==> src/rtl/mem_arbiter.sv <==
// rtl/mem_arbiter.sv - two-port memory arbiter with bus lock and alignment checking
module mem_arbiter #(
    parameter int ADDR_W = 9
) (
    input  logic              clk,
    input  logic              rst,

    input  logic              req_a,
    input  logic              we_a,
    input  logic              lock_a,
    input  logic [2:0]        funct3_a,
    input  logic [ADDR_W-1:0] addr_a,
    input  logic [31:0]       wdata_a,
    output logic              gnt_a,
    output logic              rvalid_a,
    output logic              err_a,
    output logic [31:0]       rdata_a,

    input  logic              req_b,
    input  logic              we_b,
    input  logic              lock_b,
    input  logic [2:0]        funct3_b,
    input  logic [ADDR_W-1:0] addr_b,
    input  logic [31:0]       wdata_b,
    output logic              gnt_b,
    output logic              rvalid_b,
    output logic              err_b,
    output logic [31:0]       rdata_b,

    output logic              MemRead,
    output logic              MemWrite,
    output logic [2:0]        funct3,
    output logic [ADDR_W-1:0] byte_addr,
    output logic [31:0]       data_in,
    input  logic [31:0]       data_out
);

    typedef enum logic [1:0] {
        IDLE  = 2'd0,
        OWN_A = 2'd1,
        OWN_B = 2'd2
    } state_t;

    state_t state;
    state_t state_nxt;
    logic   last_gnt_b;   // 1 when port b held the most recent grant
    logic   mis_a;
    logic   mis_b;

    // Halfword accesses need addr[0]=0, word accesses need addr[1:0]=0.
    function automatic logic misaligned(input logic [2:0] f3, input logic [ADDR_W-1:0] addr);
        logic m;
        case (f3[1:0])
            2'b01:   m = addr[0];
            2'b10:   m = (addr[1:0] != 2'b00);
            default: m = 1'b0;
        endcase
        return m;
    endfunction

    assign mis_a = misaligned(funct3_a, addr_a);
    assign mis_b = misaligned(funct3_b, addr_b);

    // Ownership state register; reset always drops any lock.
    always_ff @(posedge clk) begin
        if (rst) begin
            state <= IDLE;
        end else begin
            state <= state_nxt;
        end
    end

    // Grant selection and next ownership; nothing is granted while in reset.
    always_comb begin
        gnt_a     = 1'b0;
        gnt_b     = 1'b0;
        state_nxt = state;
        if (!rst) begin
            case (state)
                IDLE: begin
                    if (req_a && req_b) begin
                        if (last_gnt_b) gnt_a = 1'b1;
                        else            gnt_b = 1'b1;
                    end else begin
                        gnt_a = req_a;
                        gnt_b = req_b;
                    end
                    if (gnt_a && lock_a) state_nxt = OWN_A;
                    if (gnt_b && lock_b) state_nxt = OWN_B;
                end
                OWN_A: begin
                    gnt_a = req_a;
                    if (!lock_a) state_nxt = IDLE;
                end
                OWN_B: begin
                    gnt_b = req_b;
                    if (!lock_b) state_nxt = IDLE;
                end
                default: state_nxt = IDLE;
            endcase
        end
    end

    // Memory port follows the granted requester; strobes suppressed on misalignment.
    always_comb begin
        MemRead   = 1'b0;
        MemWrite  = 1'b0;
        funct3    = 3'b000;
        byte_addr = '0;
        data_in   = 32'd0;
        if (gnt_a) begin
            MemRead   = !we_a && !mis_a;
            MemWrite  = we_a && !mis_a;
            funct3    = funct3_a;
            byte_addr = addr_a;
            data_in   = wdata_a;
        end else if (gnt_b) begin
            MemRead   = !we_b && !mis_b;
            MemWrite  = we_b && !mis_b;
            funct3    = funct3_b;
            byte_addr = addr_b;
            data_in   = wdata_b;
        end
    end

    // Remember who was granted last so contention alternates fairly.
    always_ff @(posedge clk) begin
        if (rst) begin
            last_gnt_b <= 1'b1;
        end else if (gnt_a) begin
            last_gnt_b <= 1'b0;
        end else if (gnt_b) begin
            last_gnt_b <= 1'b1;
        end
    end

    // Port a response: one-cycle completion pulse, read data captured at grant.
    always_ff @(posedge clk) begin
        if (rst) begin
            rvalid_a <= 1'b0;
            err_a    <= 1'b0;
            rdata_a  <= 32'd0;
        end else begin
            rvalid_a <= gnt_a;
            err_a    <= gnt_a && mis_a;
            if (gnt_a) begin
                rdata_a <= (mis_a || we_a) ? 32'd0 : data_out;
            end
        end
    end

    // Port b response: one-cycle completion pulse, read data captured at grant.
    always_ff @(posedge clk) begin
        if (rst) begin
            rvalid_b <= 1'b0;
            err_b    <= 1'b0;
            rdata_b  <= 32'd0;
        end else begin
            rvalid_b <= gnt_b;
            err_b    <= gnt_b && mis_b;
            if (gnt_b) begin
                rdata_b <= (mis_b || we_b) ? 32'd0 : data_out;
            end
        end
    end

endmodule

==> config.mk <==
export PLATFORM = sky130hd
export DESIGN_NAME = mem_arbiter
export DESIGN_NICKNAME = d
export VERILOG_FILES = /design/src/rtl/mem_arbiter.sv
export SDC_FILE = /design/constraint.sdc
export NUM_CORES = 1
export LEC_CHECK = 0
export BUFFER_PORTS_ARGS = -buffer_cell sky130_fd_sc_hd__buf_2
export CORE_MARGIN = 3
export CORE_UTILIZATION = 45
export DETAILED_ROUTE_END_ITERATION = 7
export PLACE_DENSITY = 0.83
export SYNTH_ARGS = -nofsm -noshare
export SYNTH_HDL_FRONTEND = slang
export SYNTH_SLANG_ARGS = --single-unit
export TNS_END_PERCENT = 100
==> constraint.sdc <==
create_clock -name clk -period 2.65 [get_ports clk]
set_clock_uncertainty 0.1 [all_clocks]
set_input_delay 0.265 -clock clk [delete_from_list [all_inputs] [get_ports clk]]
set_output_delay 0.265 -clock clk [all_outputs]
set_load 0.01 [all_outputs]
==> results of run 1 <==
[layer usage]
metal	GRT usage (%)	wire length, um	vias up
met3	8.40	1420	32
met5	0	41	-
met4	7.06	309	6
li1	-	-	1970
met1	36.3	5920	2076
met2	47.0	7500	209
[final cells by class]
type / instances / area, um^2 / share of cell area, %
clock inverters: 6 / 68.8 / 1.25
diodes: 3 / 7.51 / 0.137
inverters: 42 / 158 / 2.87
flip-flops and latches: 71 / 1420 / 25.9
clock buffers: 10 / 138 / 2.51
well taps: 108 / 135 / 2.46
multi-input cells: 238 / 2260 / 41.2
repair buffers: 254 / 1300 / 23.7
[worst paths after layout]
path         depth (start not counted)                        to                startpoint
max reg2reg                          4   rdata_b[1]$_SDFFE_PP0N_     state[0]$_SDFFE_PP0P_
min reg2reg                          2  rdata_a[31]$_SDFFE_PP0P_  rdata_a[31]$_SDFFE_PP0P_
min                                  3     state[0]$_SDFFE_PP0P_                    lock_a
max                                  5                data_in[6]     state[0]$_SDFFE_PP0P_
[sequential cells by signal (all words and copies together), names as in the netlist]
signal and count:
rdata_b 32, err_b 1, last_gnt_b 1, err_a 1
state 2, rvalid_b 1, rvalid_a 1, rdata_a 32
[metrics by stage]
stage | utilization, % | setup WS, ns | area (um^2) | std cells
after CTS | 62.5 | 0.338 | 5480 | 729
after floorplan | - | 0.862 | 4090 | 401
after detailed placement | 60.2 | 0.640 | 5270 | 713
after global placement | 60.2 | 0.699 | 5270 | 713
final | 62.6 | 0.324 | 5490 | 732
after global routing | 62.6 | 0.181 | 5480 | 730
[synthesized netlist by cell type (7+ instances only)]
cell type  number
buf_6           7
nand2b_1       36
a22o_1         42
o2111ai_1      32
buf_4           7
buf_2           9
inv_1          39
nand4b_1       32
clkbuf_1       27
dfxtp_1        71
o32ai_2        30
mux2i_1        32
[power groups by stage]
stage	registers, uW	clock network (uW)	logic [uW]
CTS	1150	919	679
global route	1150	972	731
global placement	1170	0	661
detailed placement	1170	0	678
floorplan	1190	0	385
finish	1150	906	683
[worst max-delay path, stage by stage, from the launching register on]
cell and delay [ns]:
dfxtp_1 0.39, nand2b_1 0.17, o211ai_4 0.10, inv_2 0.53, a22o_1 0.28, buf_2 0.14
[cell families after synthesis]
kind of cell,count (synthesis)
flops,71
fa+ha+maj,4
simple gates,85
mux,32
compound gates,117
buf+inv,92
==> results.md, run 1 <==
* Power Total at 2740 uW
* Max VDD drop at 0.280 mV
* Register bit total from synthesis at 71
* Clk Latency, worst-skew pair at 0.34 ns
* Total grt overflow at 0
* Logic pwr share at 24.9%
* DRT iter0 DRCs at 237
* NetSw at 864 uW
* Yosys top cell area share at 34.7%
* Xor/xnor share of the synthesized area at 0%
* Vias at 4293
* DIE WIDTH at 101 um
* Gpl congestion at 1.01
* Total global-route track usage at 28.4%
* CTS Buffer Depth at 2
* Hold Vio Cnt, Final at 0
* Largest area contributor in the netlist: dfxtp_1
* Commonest non-fill, non-tap cells in the layout: 243 x buf_2, 71 x dfxtp_1, 42 x a22o_1
* R2R setup slack at 0.71 ns
* Seq/Total Area, Yosys at 34.7%
* Tightest Pin Transition at 0.934 ns
* Area grow syn2layout at 34.0%
* Min Hold Slack at 0.0408 ns
* Worst Path Arrival at 1.96 ns
* Flop pwr share at 41.9%
* Synthesized-area fraction occupied by adder cells at 1.22%
* ANT nets after route at 0
* Netlist Area Pre-Place at 0.00409 mm^2
* Die H at 101 um
* Crit start category: flop
* Total Wirelength at 15200 um
* Power Dens Cells at 499 mW/mm^2
* Worst hold path class: primary input to flop
* Slew HR at 37.7%
* CP Capture Type: output port
* # setup viols final at 0
* Hold Buf Count CTS at 0
* CTS tree: built
* Initial antenna violation count at 4
* Vias per std cell at 5.86
* Synth top area cells: dfxtp_1 35%, o32ai_2 12%, a22o_1 9.0%
* Post-synth EDFFs at 0
* Synth Warn # at 0
* Detailed Place HPWL at 11400 um
* Via count of the first global-routing pass at 4073
* Largest net degree at the start of global routing at 97
* Largest family of logic cells by synthesized area: compound AO/OA/AOI/OAI gates
* Synthesized area per cell at 10.2 um^2
* Most common cell after layout, fill and taps aside: buf_2
* Clk root buf: clkbuf_8
* Worst-path clk slew at 0.08 ns
* First-pass GRT wire length at 22500 um
* DR pass1 iterations at 5
* Fill count at 750
* Post-CTS Setup Bufs at 0
* Full die area at 0.0103 mm^2
* Outcome: finished, final reports clean
* # IOs at 244
* Post-layout nets at 748
* Critical path fanouts, max at 45
* Distinct cells, synth at 31
* Drc violations at 0
* RSZ-0062 raised after global routing: false
* Post-synth top flop: dfxtp_1
* Setup TNS at 0 ns
* Slew Limit Fails at 0
* Crit path required time at 2.29 ns
* Synthesized Nets at 533
* Layout cells sized above 1 at 50.2%
* Post-synthesis mux area share at 7.82%
* # resized after CTS at 0
* Fin crit share at 87.8%
* Max Freq at 430 MHz
* Max-Cap Viols at 0
* Simple-gate share of the synthesized area at 15.4%
* Crit Path Class: flop to output port
* CTS Sinks at 71
* Final worst path period need at 2.33 ns
* Num CTS Buffers at 9
* Effective utilization at floorplan at 46.7%
* Core area at 0.00876 mm^2
* Clock power share at 33.1%
* Switching Share at 31.6%
* Synth async-reset ratio at 0%
* Row count at 34
* Syn Inst Count at 401
* Synth Area in Compound Gates at 30.2%
* P_leak at 0.00268 uW
* Htree depth at 3
* DR WL/cell at 20.8 um
* Number of port buffers at 243
* Pint at 1870 uW
Power figures use the tool's default switching activity.
==> run 2, diff against run 1 <==
- BUFFER_PORTS_ARGS: -buffer_cell sky130_fd_sc_hd__buf_2 -> default
- DONT_BUFFER_PORTS: default -> 1
- PLACE_DENSITY: 0.83 -> default
==> run 2 against run 1 <==
Clock power rose by 7.7%. Total power fell by 3.1%. Final cell count fell by 29%. Non-clock buffer count fell by 206. First-iteration DRC count fell by 16%. Worst hold slack got worse by 0.026 ns. Critical endpoint is now data_in[11]. Global-route usage fell by 2.6 points.
==> results.md, run 2 (synthesis results as in run 1) <==
* Largest registers: rdata_a x32, rdata_b x32, state x2 (unchanged)
* Seq. cell area at 0.00142 mm^2 (unchanged)
* Commonest non-fill, non-tap cells in the layout: 71 x dfxtp_1, 42 x a22o_1, 39 x inv_1 (was 243 x buf_2, 71 x dfxtp_1, 42 x a22o_1)
* RSZ-0062 raised after global routing: false (unchanged)
* Fin crit share at 87.8% (about the same)
* Inserted Diodes at 0 (was 3)
* Slew HR at 51.6% (was 37.7%)
* Total grt overflow at 0 (unchanged)
* Post-Layout Cell Count at 522 (was 732)
* Worst-path clk slew at 0.08 ns (about the same)
* CTS Buffer Depth at 2 (unchanged)
* Power Total at 2650 uW (was 2740 uW)
* Crit Path Class: flop to output port (unchanged)
* NetSw at 781 uW (was 864 uW)
* Setup TNS at 0 ns (unchanged)
* Switching Share at 29.4% (was 31.6%)
* Hold Vio Cnt, Final at 0 (unchanged)
* Worst hold path class: primary input to flop (unchanged)
* First-pass GRT wire length at 20000 um (was 22500 um)
* Fill count at 822 (was 750)
* Drc violations at 0 (unchanged)
* Max stage delay on crit path at 0.54 ns (was 0.53 ns)
* Crit path required time at 2.29 ns (about the same)
* Final worst path period need at 2.33 ns (about the same)
* Max VDD drop at 0.220 mV (was 0.280 mV)
* Clk Latency, worst-skew pair at 0.34 ns (about the same)
* DRT iter0 DRCs at 200 (was 237)
* Row count at 34 (unchanged)
* Max Freq at 430 MHz (about the same)
* Htree depth at 3 (unchanged)
* Total Wirelength at 13500 um (was 15200 um)
* Core area at 0.00876 mm^2 (unchanged)
* Buf/Inv on CP at 1 (was 2)
* Worst Path Arrival at 1.96 ns (about the same)
* Total global-route track usage at 25.8% (was 28.4%)
* # setup viols final at 0 (unchanged)
* Die H at 101 um (unchanged)
* Gpl congestion at 0.850 (was 1.01)
* Crit start category: flop (unchanged)
* DR WL/cell at 25.9 um (was 20.8 um)
* CP Capture Type: output port (unchanged)
* Area grow syn2layout at 14.0% (was 34.0%)
* Layout cells sized above 1 at 16.4% (was 50.2%)
* Clock power share at 36.8% (was 33.1%)
* Num CTS Buffers at 9 (unchanged)
* Detailed Place HPWL at 9140 um (was 11400 um)
* # IOs at 244 (unchanged)
* Effective utilization at floorplan at 46.7% (unchanged)
* DIE WIDTH at 101 um (unchanged)
* Power Dens Cells at 569 mW/mm^2 (was 499 mW/mm^2)
* CP delay by family, top: buffers and inverters (unchanged)
* Critical path fanouts, max at 43 (was 45)
* CTS tree: built (unchanged)
* Outcome: finished, final reports clean (unchanged)
* Pint at 1870 uW (about the same)
* Most common cell after layout, fill and taps aside: dfxtp_1 (was buf_2)
* Tightest Pin Transition at 0.725 ns (was 0.934 ns)
* Ordered list of cells on the worst path: nor2b_2 > nand3b_4 > inv_2 > a22o_1 (was nand2b_1 > o211ai_4 > inv_2 > a22o_1 > buf_2)
* Via count of the first global-routing pass at 3289 (was 4073)
* Largest net degree at the start of global routing at 52 (was 97)
* Number of port buffers at 0 (was 243)
* Clk root buf: clkbuf_8 (unchanged)
* Max-Cap Viols at 0 (unchanged)
* DR pass1 iterations at 4 (was 5)
* Dpl cells at 469 (was 713)
* Vias per std cell at 6.53 (was 5.86)
* Flop pwr share at 44.5% (was 41.9%)
* Area of the multi-input gates at 0.00226 mm^2 (unchanged)
* Worst path slowest cell: inv_2 (unchanged)
* ANT nets after route at 0 (unchanged)
* Slew Limit Fails at 0 (unchanged)
* Logic pwr share at 18.7% (was 24.9%)
* Final Util at 53.2% (was 62.6%)
* Vias at 3409 (was 4293)
* Post-layout nets at 542 (was 748)
* CTS Sinks at 71 (unchanged)
* Initial antenna violation count at 1 (was 4)
* P_leak at 0.00175 uW (was 0.00268 uW)
* Full die area at 0.0103 mm^2 (unchanged)
[run 2: cell types whose count changed in the layout (fill, tap and decap cells not counted), sizes merged]
cell / change
buf: -243
dlygate4sd3: +37
diode: -3
clkinv: -2
bufinv: +1
[run 2: final cells by class]
type | count | share of cell area (%)
Multi-Input combinational cell | 238 | 48.4
Sequential cell | 71 | 30.5
Timing Repair Buffer | 48 | 10.1
Inverter | 42 | 3.38
Clock buffer | 10 | 2.95
Tap cell | 108 | 2.90
Clock inverter | 5 | 1.74
[run 2: worst paths after layout]
check | startpoint | endpoint | slack [ns] | cells past startpoint
min reg2reg | rdata_b[10]$_SDFFE_PP0N_ | rdata_b[10]$_SDFFE_PP0N_ | 0.42 | 2
min | data_out[31] | rdata_b[31]$_SDFFE_PP0N_ | 0.01 | 2
max reg2reg | state[0]$_SDFFE_PP0P_ | rdata_b[10]$_SDFFE_PP0N_ | 0.74 | 4
max | state[0]$_SDFFE_PP0P_ | data_in[11] | 0.32 | 4
[run 2: worst reg2reg max path, delay by kind of cell, from the launching register on]
kind                   cells  cell delay, ns
AO/OA/AOI/OAI              1            0.15
buffers and inverters      1            0.39
flip-flops                 1            0.34
AND/OR/NAND/NOR            2            0.80
[run 2: routing by layer]
| layer | wire [um] | track usage [%] |
|---|---|---|
| met5 | 13 | 0 |
| met4 | 214 | 8.49 |
| met3 | 1510 | 10.5 |
| met2 | 6660 | 40.9 |
| met1 | 5110 | 31.8 |
[run 2: per-stage QoR]
step,cell area (um^2),worst slack (ns),hold slack [ns]
after floorplan,4090,0.862,0.279
after global placement,4050,0.719,0.263
after detailed placement,4050,0.681,0.266
after CTS,4670,0.294,0.00120
after global routing,4670,0.175,0.000885
final,4670,0.323,0.0149
[run 2: repair_timing]
item	CTS	global route
hold endpoints to repair	66	0
hold buffers	38	0
resized for setup	0	0
endpoints found under the setup margin	0	0
setup buffers	0	0
[run 2: power groups by stage]
stage,sequential (uW),clock [uW],combinational (uW)
6_report,1180,976,496
5_1_grt,1190,1050,538
4_1_cts,1180,1000,499
3_5_place_dp,1210,0,419
3_3_place_gp,1210,0,416
2_1_floorplan,1190,0,385
